`src/rtl/regfile_param_if.sv`:
```
// Register-file bus: read/write selects, write data, scoreboard controls and read-back.
// The master drives the requests; the slave (the register file) drives the results.
interface regfile_param_if #(
  parameter int unsigned WIDTH = 16,
  parameter int unsigned AW    = 3
);
  localparam int unsigned NREGS = 2 ** AW;

  logic [AW-1:0]    regr0s;
  logic [AW-1:0]    regr1s;
  logic [AW-1:0]    regws;
  logic [WIDTH-1:0] regw;
  logic             we;
  logic             incr_pc;
  logic             rsv_en;
  logic [AW-1:0]    rsv_sel;
  logic [WIDTH-1:0] regr0;
  logic [WIDTH-1:0] regr1;
  logic [WIDTH-1:0] pc;
  logic             hazard0;
  logic             hazard1;
  logic [NREGS-1:0] busy;

  modport master (
    output regr0s, regr1s, regws, regw, we, incr_pc, rsv_en, rsv_sel,
    input  regr0, regr1, pc, hazard0, hazard1, busy
  );

  modport slave (
    input  regr0s, regr1s, regws, regw, we, incr_pc, rsv_en, rsv_sel,
    output regr0, regr1, pc, hazard0, hazard1, busy
  );
endinterface

```
`src/rtl/regfile_param.sv`:
```
// Parameterised register file: R0 hard-wired to zero, top register is an auto-incrementing PC,
// optional write-to-read forwarding and a per-register reservation scoreboard. State moves on negedge.
module regfile_param #(
  parameter int unsigned WIDTH   = 16,
  parameter int unsigned AW      = 3,
  parameter int unsigned PC_STEP = 2,
  parameter int unsigned BYPASS  = 1
) (
  input  logic           clk,
  input  logic           reset,
  regfile_param_if.slave bus
);
  localparam int unsigned NREGS  = 2 ** AW;
  localparam int unsigned PC_IDX = NREGS - 1;
  localparam bit          BYP    = (BYPASS != 0);

  logic [WIDTH-1:0] r_regs [NREGS];
  logic [NREGS-1:0] r_busy;

  logic             w_wr_valid;
  logic             w_rsv_valid;
  logic [NREGS-1:0] w_busy_nxt;
  logic [WIDTH-1:0] w_pc_inc;
  logic [WIDTH-1:0] w_rd0;
  logic [WIDTH-1:0] w_rd1;
  logic             w_haz0;
  logic             w_haz1;

  assign w_wr_valid  = bus.we && (bus.regws != '0);
  assign w_rsv_valid = bus.rsv_en && (bus.rsv_sel != '0);
  assign w_pc_inc    = r_regs[PC_IDX] + WIDTH'(PC_STEP);

  // Reservation sets win over a same-edge write clear to the same register
  always_comb begin
    w_busy_nxt = r_busy;
    if (bus.we) w_busy_nxt[bus.regws] = 1'b0;
    if (w_rsv_valid) w_busy_nxt[bus.rsv_sel] = 1'b1;
    w_busy_nxt[0] = 1'b0;
  end

  always_ff @(negedge clk) begin
    if (reset) begin
      for (int unsigned i = 0; i < NREGS; i++) r_regs[i] <= '0;
      r_busy <= '0;
    end else begin
      for (int unsigned i = 1; i < PC_IDX; i++) begin
        if (w_wr_valid && (bus.regws == AW'(i))) r_regs[i] <= bus.regw;
      end
      // An explicit PC write overrides the increment
      if (w_wr_valid && (bus.regws == AW'(PC_IDX))) r_regs[PC_IDX] <= bus.regw;
      else if (bus.incr_pc)                           r_regs[PC_IDX] <= w_pc_inc;
      r_busy <= w_busy_nxt;
    end
  end

  // Forwarding covers the write port only; the PC increment is never visible early
  always_comb begin
    w_rd0 = (bus.regr0s == '0) ? '0 : r_regs[bus.regr0s];
    w_rd1 = (bus.regr1s == '0) ? '0 : r_regs[bus.regr1s];
    if (BYP && w_wr_valid && (bus.regws == bus.regr0s)) w_rd0 = bus.regw;
    if (BYP && w_wr_valid && (bus.regws == bus.regr1s)) w_rd1 = bus.regw;
  end

  // A pending write clears the hazard unless the same edge re-reserves that register
  always_comb begin
    w_haz0 = r_busy[bus.regr0s];
    w_haz1 = r_busy[bus.regr1s];
    if (BYP && bus.we && !(w_rsv_valid && (bus.rsv_sel == bus.regws))) begin
      if (bus.regws == bus.regr0s) w_haz0 = 1'b0;
      if (bus.regws == bus.regr1s) w_haz1 = 1'b0;
    end
  end

  assign bus.regr0   = w_rd0;
  assign bus.regr1   = w_rd1;
  assign bus.pc      = r_regs[PC_IDX];
  assign bus.hazard0 = w_haz0;
  assign bus.hazard1 = w_haz1;
  assign bus.busy    = r_busy;
endmodule
```
`src/flat_wrapper.sv`:
```
// flat-port wrapper written by rule: the top's interface ports become plain ports
module regfile_param_flat 
#(
  parameter int unsigned WIDTH   = 16,
  parameter int unsigned AW      = 3,
  parameter int unsigned PC_STEP = 2,
  parameter int unsigned BYPASS  = 1
)
  (clk, reset, bus_regr0s, bus_regr1s, bus_regws, bus_regw, bus_we, bus_incr_pc, bus_rsv_en, bus_rsv_sel, bus_regr0, bus_regr1, bus_pc, bus_hazard0, bus_hazard1, bus_busy);
  regfile_param_if #(.WIDTH(WIDTH), .AW(AW)) bus_i ();
  input  logic clk;
  input  logic reset;
  input wire logic [$bits(bus_i.regr0s)-1:0] bus_regr0s;
  input wire logic [$bits(bus_i.regr1s)-1:0] bus_regr1s;
  input wire logic [$bits(bus_i.regws)-1:0] bus_regws;
  input wire logic [$bits(bus_i.regw)-1:0] bus_regw;
  input wire logic [$bits(bus_i.we)-1:0] bus_we;
  input wire logic [$bits(bus_i.incr_pc)-1:0] bus_incr_pc;
  input wire logic [$bits(bus_i.rsv_en)-1:0] bus_rsv_en;
  input wire logic [$bits(bus_i.rsv_sel)-1:0] bus_rsv_sel;
  output wire logic [$bits(bus_i.regr0)-1:0] bus_regr0;
  output wire logic [$bits(bus_i.regr1)-1:0] bus_regr1;
  output wire logic [$bits(bus_i.pc)-1:0] bus_pc;
  output wire logic [$bits(bus_i.hazard0)-1:0] bus_hazard0;
  output wire logic [$bits(bus_i.hazard1)-1:0] bus_hazard1;
  output wire logic [$bits(bus_i.busy)-1:0] bus_busy;
  assign bus_i.regr0s = bus_regr0s;
  assign bus_i.regr1s = bus_regr1s;
  assign bus_i.regws = bus_regws;
  assign bus_i.regw = bus_regw;
  assign bus_i.we = bus_we;
  assign bus_i.incr_pc = bus_incr_pc;
  assign bus_i.rsv_en = bus_rsv_en;
  assign bus_i.rsv_sel = bus_rsv_sel;
  assign bus_regr0 = bus_i.regr0;
  assign bus_regr1 = bus_i.regr1;
  assign bus_pc = bus_i.pc;
  assign bus_hazard0 = bus_i.hazard0;
  assign bus_hazard1 = bus_i.hazard1;
  assign bus_busy = bus_i.busy;
  regfile_param #(.WIDTH(WIDTH), .AW(AW), .PC_STEP(PC_STEP), .BYPASS(BYPASS)) u_core (.clk(clk), .reset(reset), .bus(bus_i));
endmodule
```
`config.mk`:
```
export PLATFORM = sky130hd
export DESIGN_NAME = regfile_param_flat
export DESIGN_NICKNAME = d
export VERILOG_FILES = /design/src/rtl/regfile_param_if.sv /design/src/rtl/regfile_param.sv /design/src/flat_wrapper.sv
export SDC_FILE = /design/constraint.sdc
export NUM_CORES = 1
export LEC_CHECK = 0
export CAP_MARGIN = 20
export CORE_MARGIN = 3
export CORE_UTILIZATION = 30
export DETAILED_ROUTE_END_ITERATION = 10
export PLACE_DENSITY = 0.53
export SLEW_MARGIN = 10
export SYNTH_ARGS = -nofsm -noshare
export SYNTH_HDL_FRONTEND = slang
export SYNTH_SLANG_ARGS = --single-unit
```
`constraint.sdc`:
```
create_clock -name clk -period 1.97 [get_ports clk]
set_clock_uncertainty 0.05 [all_clocks]
set_input_delay 0.2955 -clock clk [delete_from_list [all_inputs] [get_ports clk]]
set_output_delay 0.2955 -clock clk [all_outputs]
set_load 0.02 [all_outputs]
```
==> flow_summary.toml, run 1 <==
[synthesis]
ys_warn_count = 0
synth_area_um2 = 7120
syn_area_per_cell_um2 = 11.1
synth_top_family_by_area = "multiplexers"
syn_nets = 673
synth_commonest_cells = "112 x edfxtp_1, 102 x nor2_1, 48 x nand2_1"
synth_area_leaders = "edfxtp_1 47%, mux4_2 6.0%, nor2_1 5.4%"
syn_inst = 639
synth_top_area_share = 0.473
synth_seq_cells = 119
async_flop_share = 0
synth_compound_area_frac = 0.124
synth.most_common_cell = "edfxtp_1"
synthXorXnorAreaFrac = 0.0258
yosys.area.top_type = "edfxtp_1"
synth_mux_area_frac = 0.166
synth_seq_area_share = 0.492
yosysUniqueCellTypes = 47
synthSimpleGateAreaFrac = 0.141
ys.flop_type = "edfxtp_1"
synthAdderAreaFrac = 0.00176
synth-edff-count = 112

[sta]
rsz0062_at_grt = "yes"
setup_ws_ns = -1.26
finalSetupViolCount = 235
hold_viol_final = 0
drv_slew = 0

[critical_path]
start_kind = "flip-flop"
worstRegToRegCells = 8
worstReg2RegStart = "u_core.r_regs[7][1]$_SDFFCE_NP0P_"
cp_max_fo = 2
reg2reg_slack_ns = -0.02
required_ns = 1.62
critPathKind = "flip-flop to output pin"
rr_endpoint = "u_core.r_regs[7][15]$_SDFFCE_NP0P_"
endpoint_kind = "output pin"
worstPathArrival_ns = 2.88

[power_and_ir_drop]
total_power_mw = 10.2
power.density_nw_per_um2 = 784
leakagePower_nw = 5.60
peakVddDrop_uv = 530

[drt]
via_per_inst = 5.26
num_vias = 7221
totalWireLength_um = 30700
drc = 0
routedWlPerCell_um = 22.4
drt_pre_antenna_iters = 5
initialDrtViolationCount = 587
drtAntennaViolNets = 0

[floorplanning]
die_area_um2 = 25600
core_area_um2 = 23000
fp-row-count = 55
start_util = 0.310
die_y_um = 160
io_pins = 91
die_x_um = 160

[cts]
clk_latency_ns = 0.46
htreeDepth = 4
cts.sinks = 119
cts_tree = "built"
numCtsBuffers = 17
cts_hold_buf = 0
clk_pin_slew_ns = 0.03
cts-root-buf = "clkbuf_16"
clk_path_buf_depth = 2

[cells_and_area]
drive_above_1_share = 0.544
postLayoutCoreUtil = 0.568
fin_nets = 1080
fill_cells = 1887
diodes = 0
instances_no_fill = 1372
areaGrowthSynthToFinish_pct = 83.3

[placed_design]
dp_hpwl_um = 18800
port_buffers = 89
place_congestion = 0.861
post-place-cells = 1165

[global_route]
grt_antenna_before_repair = 0
grt_remaining_overflow = 0
grt_max_degree = 25
grt_pass1_wl_um = 45600
grt_use_total = 0.238
grt_pass1_vias = 7824

[outcome]
violations = "negative setup slack"
status = "finished with violations"

[min_path]
min_to = "u_core.bus.busy[6]$_SDFF_NP0_"
min_path_type = "flip-flop to flip-flop"
worstHoldStart = "u_core.bus.busy[6]$_SDFF_NP0_"
hold_path_depth = 2

[run]
cap_violations = 0
## area by class of cell
class	instances	area, µm²	area share
Clock buffer	17	425	0.0326
Clock inverter	134	699	0.0536
Inverter	21	78.8	0.00604
Multi-Input combinational cell	450	4500	0.345
Sequential cell	119	3510	0.269
Tap cell	313	392	0.0300
Timing Repair Buffer	318	3430	0.263
## report_power, final
part           internal, mW  switching [mW]
Combinational          1.28            1.25
Sequential             2.99           0.110
Clock                  2.81            1.79
## layer usage
metal	share of wire	wire length [µm]	global-route usage
met3	0.077	2370	0.0695
met1	0.40	12200	0.286
met2	0.50	15300	0.397
met4	0.028	861	0.109
met5	0	0	0
## sequential cells by signal, indices dropped and copies added (netlist names)
| name | count |
|---|---|
| u_core.r_regs | 112 |
| u_core.bus.busy | 7 |
## kinds of logic (layout without fill, tap and decap cells)
logic type | Yosys count | count (layout)
xor gates and xnor gates | 21 | 21
adders and majority gates | 1 | 1
and+or+nand+nor | 217 | 217
DFF | 119 | 119
other | 1 | 1
AOI/OAI and AO/OA | 120 | 120
muxes | 90 | 90
buffers and inverters | 70 | 490
## cell usage in the layout, fill, tap and decap left out, types with 6 or more instances in the layout
cell,count
xor2_1,13
clkbuf_16,17
mux4_2,19
nor2_4,59
buf_2,6
bufinv_16,7
inv_1,133
edfxtp_1,112
nand2b_4,18
inv_2,10
buf_8,11
clkdlybuf4s50_1,19
o21ai_2,17
mux2_2,18
nor2_2,24
dfxtp_2,6
nand2_1,43
a22oi_1,16
buf_6,103
mux2_4,16
buf_4,132
mux2i_1,35
nor2_1,20
a22o_1,16
a221oi_4,10
xnor2_1,8
buf_12,38
nor3_1,7
o21ai_1,17
o22ai_1,13
a211oi_2,9
## per-stage QoR
stage          instance area [µm²]  hold slack [ns]  TNS (ns)  worst slack (ns)
5_1_grt                      13000            0.476    -80.27             -1.31
2_1_floorplan                 7730            0.446    -69.33            -0.777
4_1_cts                      12600            0.444    -75.03             -1.23
3_5_place_dp                 10200            0.431   -254.86             -1.19
6_report                     13000            0.448    -74.22             -1.26
3_3_place_gp                 10200            0.419   -251.34             -1.17
## worst max-delay path: stages, from the launching register on
cell and delay (ns):
edfxtp_1 0.39, mux4_2 0.49, nand2_1 0.08, o21ai_1 0.08, a22o_1 0.26, buf_6 0.15
## worst max-delay path by stage
stage	start	end	slack [ns]
floorplan	u_core.r_regs[7][6]$_SDFFCE_NP0P_	bus_regr1[6]	-0.78
global placement	u_core.r_regs[7][15]$_SDFFCE_NP0P_	bus_regr1[15]	-1.17
detailed placement	u_core.r_regs[6][2]$_SDFFCE_NP0P_	bus_regr1[2]	-1.19
CTS	u_core.r_regs[6][2]$_SDFFCE_NP0P_	bus_regr1[2]	-1.23
global route	u_core.r_regs[7][2]$_SDFFCE_NP0P_	bus_regr1[2]	-1.31
finish	u_core.r_regs[6][2]$_SDFFCE_NP0P_	bus_regr1[2]	-1.26
## repair_timing
item	CTS	global route
endpoints found under the setup margin	272	257
buffers inserted	40	37
cloned	11	0
pin swaps	57	47
resized for setup	533	156
(Power assumes the default switching activity.)
==> run 2: changes to the inputs <==
Settings changed: CELL_PAD_IN_SITES_DETAIL_PLACEMENT from default to 1, CELL_PAD_IN_SITES_GLOBAL_PLACEMENT from default to 2, PLACE_DENSITY 0.53 to 0.72, REMOVE_ABC_BUFFERS from default to 1.
==> flow_summary.toml, run 2 (synthesized netlist as in run 1, its figures left out) <==
[drt]
drc = 0
num_vias = 7951
totalWireLength_um = 39900
initialDrtViolationCount = 749
drtAntennaViolNets = 0
via_per_inst = 5.80
routedWlPerCell_um = 29.1
drt_pre_antenna_iters = 5

[placed_design]
port_buffers = 89
dp_hpwl_um = 20200
post-place-cells = 1159
dp_slack_ns = -1.25
place_congestion = 0.867

[cts]
clk_latency_ns = 0.48
clk_path_buf_depth = 2
htreeDepth = 4
cts_tree = "built"
cts.sinks = 119
numCtsBuffers = 17
cts-root-buf = "clkbuf_16"
clk_pin_slew_ns = 0.06

[sta]
finalSetupViolCount = 236
worst_pin_slew_ns = 0.663
drv_slew = 0
rsz0062_at_grt = "yes"
relSlewSlack = 0.556
setup_ws_ns = -1.35
hold_viol_final = 0

[critical_path]
worstPathArrival_ns = 2.97
critPathKind = "flip-flop to output pin"
endpoint_kind = "output pin"
cp_max_fo = 2
path_cells = "mux4_2 > nand2_1 > o21ai_1 > a22o_1 > buf_6"
start_kind = "flip-flop"
critPathSlowestCell = "mux4_2"
required_ns = 1.62
critical_path.max_stage_delay_ns = 0.51

[floorplanning]
die_x_um = 160
fp-row-count = 55
core_area_um2 = 23000
start_util = 0.310
die_y_um = 160
io_pins = 91
die_area_um2 = 25600

[global_route]
grt_use_total = 0.263
grt_pass1_vias = 8564
grt_remaining_overflow = 0
grt_max_degree = 25
grt_antenna_before_repair = 0
grt_pass1_wl_um = 50700

[cells_and_area]
fin_nets = 1080
final_cell_mix = "143 x inv_1, 130 x buf_4, 112 x edfxtp_1"
instances_no_fill = 1371
drive_above_1_share = 0.523
largest_reg_flops = 112
max_flop_register = "u_core.r_regs"
layout_commonest_cell = "inv_1"
postLayoutCoreUtil = 0.555
areaGrowthSynthToFinish_pct = 79.3
diodes = 0

[power_and_ir_drop]
power.density_nw_per_um2 = 810
peakVddDrop_uv = 664
leakagePower_nw = 5.58

[run]
cap_violations = 0

[outcome]
status = "finished with violations"
violations = "negative setup slack"

[min_path]
min_path_type = "flip-flop to flip-flop"
run 2: cell types whose count changed in the layout (fill, tap and decap cells not counted), sizes merged:
cell	delta
buf	-4
clkinvlp	-1
inv	+3
clkinv	+1
clkbuf	+3
clkdlybuf4s50	-3
dlymetal6s2s	+3
bufinv	-4
bufbuf	+1
run 2: final timing paths:
check / endpoint / slack (ns) / depth (start not counted) / start
setup / recovery: bus_regr1[8] / -1.35 / 5 / u_core.r_regs[5][8]$_SDFFCE_NN0P_
hold / removal: u_core.bus.busy[7]$_SDFF_NP0_ / 0.52 / 3 / u_core.bus.busy[7]$_SDFF_NP0_
setup reg to reg: u_core.r_regs[7][13]$_SDFFCE_NP0P_ / -0.03 / 8 / u_core.r_regs[7][2]$_SDFFCE_NP0P_
hold reg to reg: u_core.bus.busy[7]$_SDFF_NP0_ / 0.52 / 3 / u_core.bus.busy[7]$_SDFF_NP0_
run 2: layout make-up:
class,count,area [µm²]
timing repair buffer,318,3450
fill,2403,10200
sequential,119,3510
inverter,21,78.8
multi-input combinational,450,4300
clock inverter,133,599
clock buffer,17,425
tap,313,392
run 2: metrics by stage:
stage / hold slack [ns] / total power, mW / cell area [µm²] / setup TNS [ns]
after floorplan: 0.487 / 4.26 / 6860 / -112.80
after global routing: 0.544 / 10.7 / 12800 / -78.05
final: 0.521 / 10.3 / 12800 / -74.80
after detailed placement: 0.533 / 5.38 / 9560 / -270.91
after CTS: 0.514 / 9.66 / 11700 / -57.54
after global placement: 0.521 / 5.32 / 9560 / -258.34
run 2: worst max-delay path, delay by kind of cell, from the launching register on:
kind,cells,cell delay [ns]
AOI/OAI and AO/OA,2,0.30
buffers and inverters,1,0.13
DFF,1,0.43
muxes,1,0.51
and+or+nand+nor,1,0.13
run 2: timing repair:
item | 4_1_cts | 5_1_grt
endpoints found under the hold margin | 0 | 0
pin swaps | 57 | 40
gates cloned | 9 | 4
resized for setup | 557 | 206
setup buffers | 32 | 43
endpoints found under the setup margin | 288 | 223
hold buffers | 0 | 0
run 2: report_power, final:
group	internal (mW)	switching (mW)
sequential	2.98	0.141
clock	2.30	2.27
combinational	1.29	1.35
run 2: layer usage:
metal	share of wire	global-route usage	vias up
met1	0.36	0.307	3966
met3	0.090	0.0739	190
met2	0.48	0.449	594
met5	0	0	-
li1	-	-	3201
met4	0.066	0.123	0
==> patch: new RTL, settings of run 1 <==
`WIDTH` is set to 16 in 3 places; all go to 32.
--- a/src/rtl/regfile_param_if.sv
+++ b/src/rtl/regfile_param_if.sv
@@ -3,3 +3,3 @@
 interface regfile_param_if #(
-  parameter int unsigned WIDTH = 16,
+  parameter int unsigned WIDTH = 32,
   parameter int unsigned AW    = 3
--- a/src/rtl/regfile_param.sv
+++ b/src/rtl/regfile_param.sv
@@ -3,3 +3,3 @@
 module regfile_param #(
-  parameter int unsigned WIDTH   = 16,
+  parameter int unsigned WIDTH   = 32,
   parameter int unsigned AW      = 3,
--- a/src/flat_wrapper.sv
+++ b/src/flat_wrapper.sv
@@ -3,3 +3,3 @@
 #(
-  parameter int unsigned WIDTH   = 16,
+  parameter int unsigned WIDTH   = 32,
   parameter int unsigned AW      = 3,
Ports: changed (resized bus_pc, bus_regr0, bus_regr1 and bus_regw); port bits go from 91 to 155. No check against the original RTL was run, so the function may have changed too.
==> patch against run 1 <==
Critical path type unchanged; sequential cell count is 112 higher; design area rose by 64%; setup slack got worse by 0.064 ns; die area increased by 85%; first-iteration DRC count increased by 60%; area after synthesis increased by 89%; wire length rose by 65%; hold slack better by 0.099 ns; critical endpoint is now bus_regr0[1]; total power up 75%; the flow still finishes with violations (negative setup slack).
==> patch: results <==
metrics = {
    "cells_and_area": {
        "largest_register_ff_count": 224,
        "num-multi-input-gates": 816,
        "multi_input_area_share_pct": 34.3,
        "nFillCells": 3917,
        "multi_input_area_um2": 7350,
        "regArea_um2": 6880,
        "buffers": 419,
    },
    "synthesis": {
        "synth_commonest_cells": "224 x edfxtp_1, 219 x nor2_1, 80 x nand2_1",
        "synth_xor_area_share_pct": 2.41,
        "yosys.area_share.adder_pct": 0.0930,
        "ys_seq_area_share_pct": 51.0,
        "synth_compound_area_share_pct": 10.8,
        "synth-edff-count": 224,
        "synth_cell_types": 55,
        "synthTopCellsByArea": "edfxtp_1 50%, mux4_2 11%, nor2_1 6.1%",
    },
    "min_path": {
        "hold_path_depth": 3,
        "hold_start": "u_core.bus.busy[5]$_SDFF_NP0_",
        "hold_end": "u_core.bus.busy[5]$_SDFF_NP0_",
    },
    "placed_design": {
        "dpl_cell_area_um2": 18100,
        "dp_hpwl_mm": 33.1,
        "place_congestion": 0.790,
        "port_buffers": 153,
        "pre_cts_ws_ns": -1.17,
    },
    "outcome": {
        "violations": "negative setup slack",
        "outcome": "complete, but fails checks",
    },
    "power_and_ir_drop": {
        "clock_power_share_pct": 43.6,
        "p_seq_uw": 6030,
        "p_switching_uw": 5660,
        "peakVddDrop_uv": 508,
    },
    "critical_path": {
        "cp-startpoint": "u_core.r_regs[2][1]$_SDFFCE_NN0P_",
        "r2r_setup_slack_ns": -0.29,
        "r2r_start": "u_core.r_regs[7][11]$_SDFFCE_NP0P_",
        "r2r_end": "u_core.r_regs[7][30]$_SDFFCE_NP0P_",
    },
    "global_route": {
        "track_usage_pct": 20.8,
        "use_met2_pct": 34.1,
        "grt_pass1_wl_mm": 75.3,
        "grt_max_degree": 43,
    },
    "timing": {
        "fin_ws_ns": -1.32,
        "setup_viol_count_final": 152,
    },
    "cts": {
        "cts_buffer_depth": 3,
        "clkSinkCount": 231,
        "htree_levels": 1,
        "worst_skew_pair.late_latency_ns": 0.60,
    },
    "floorplanning": {
        "die-area_um2": 47400,
    },
    "drt": {
        "via_count": 12200,
    },
}
-- patch: cell count changes after synthesis, sizes merged, moves of 16 or more --
| cell | change |
|---|---|
| nor2 | +118 |
| edfxtp | +112 |
| o21ai | +61 |
| mux4 | +47 |
| a21oi | +37 |
| clkbuf | +35 |
| nand2 | +33 |
| a221o | +31 |
| mux2 | +29 |
| mux2i | -18 |
| a22o | -16 |
| inv | +16 |
-- patch: what timing repair did --
item,CTS,global route
resized for setup,746,99
gates cloned,2,6
pin swaps,100,85
setup endpoints to repair,528,177
setup buffers,23,64
-- patch: cells by family after synthesis --
kind of cell,after synthesis
multiplexers,148
AND/OR/NAND/NOR,401
other,1
adder cells (fa/ha/maj),1
flip-flops,231
XOR/XNOR,37
buffers and inverters,134
AO/OA/AOI/OAI,226
-- patch: metal layers --
metal	part of all wire, %	vias to the layer above	wire length (µm)
li1	-	5576	-
met1	41	6046	20800
met2	49	487	25100
met3	6.9	72	3520
met4	2.6	0	1300
met5	0	-	0
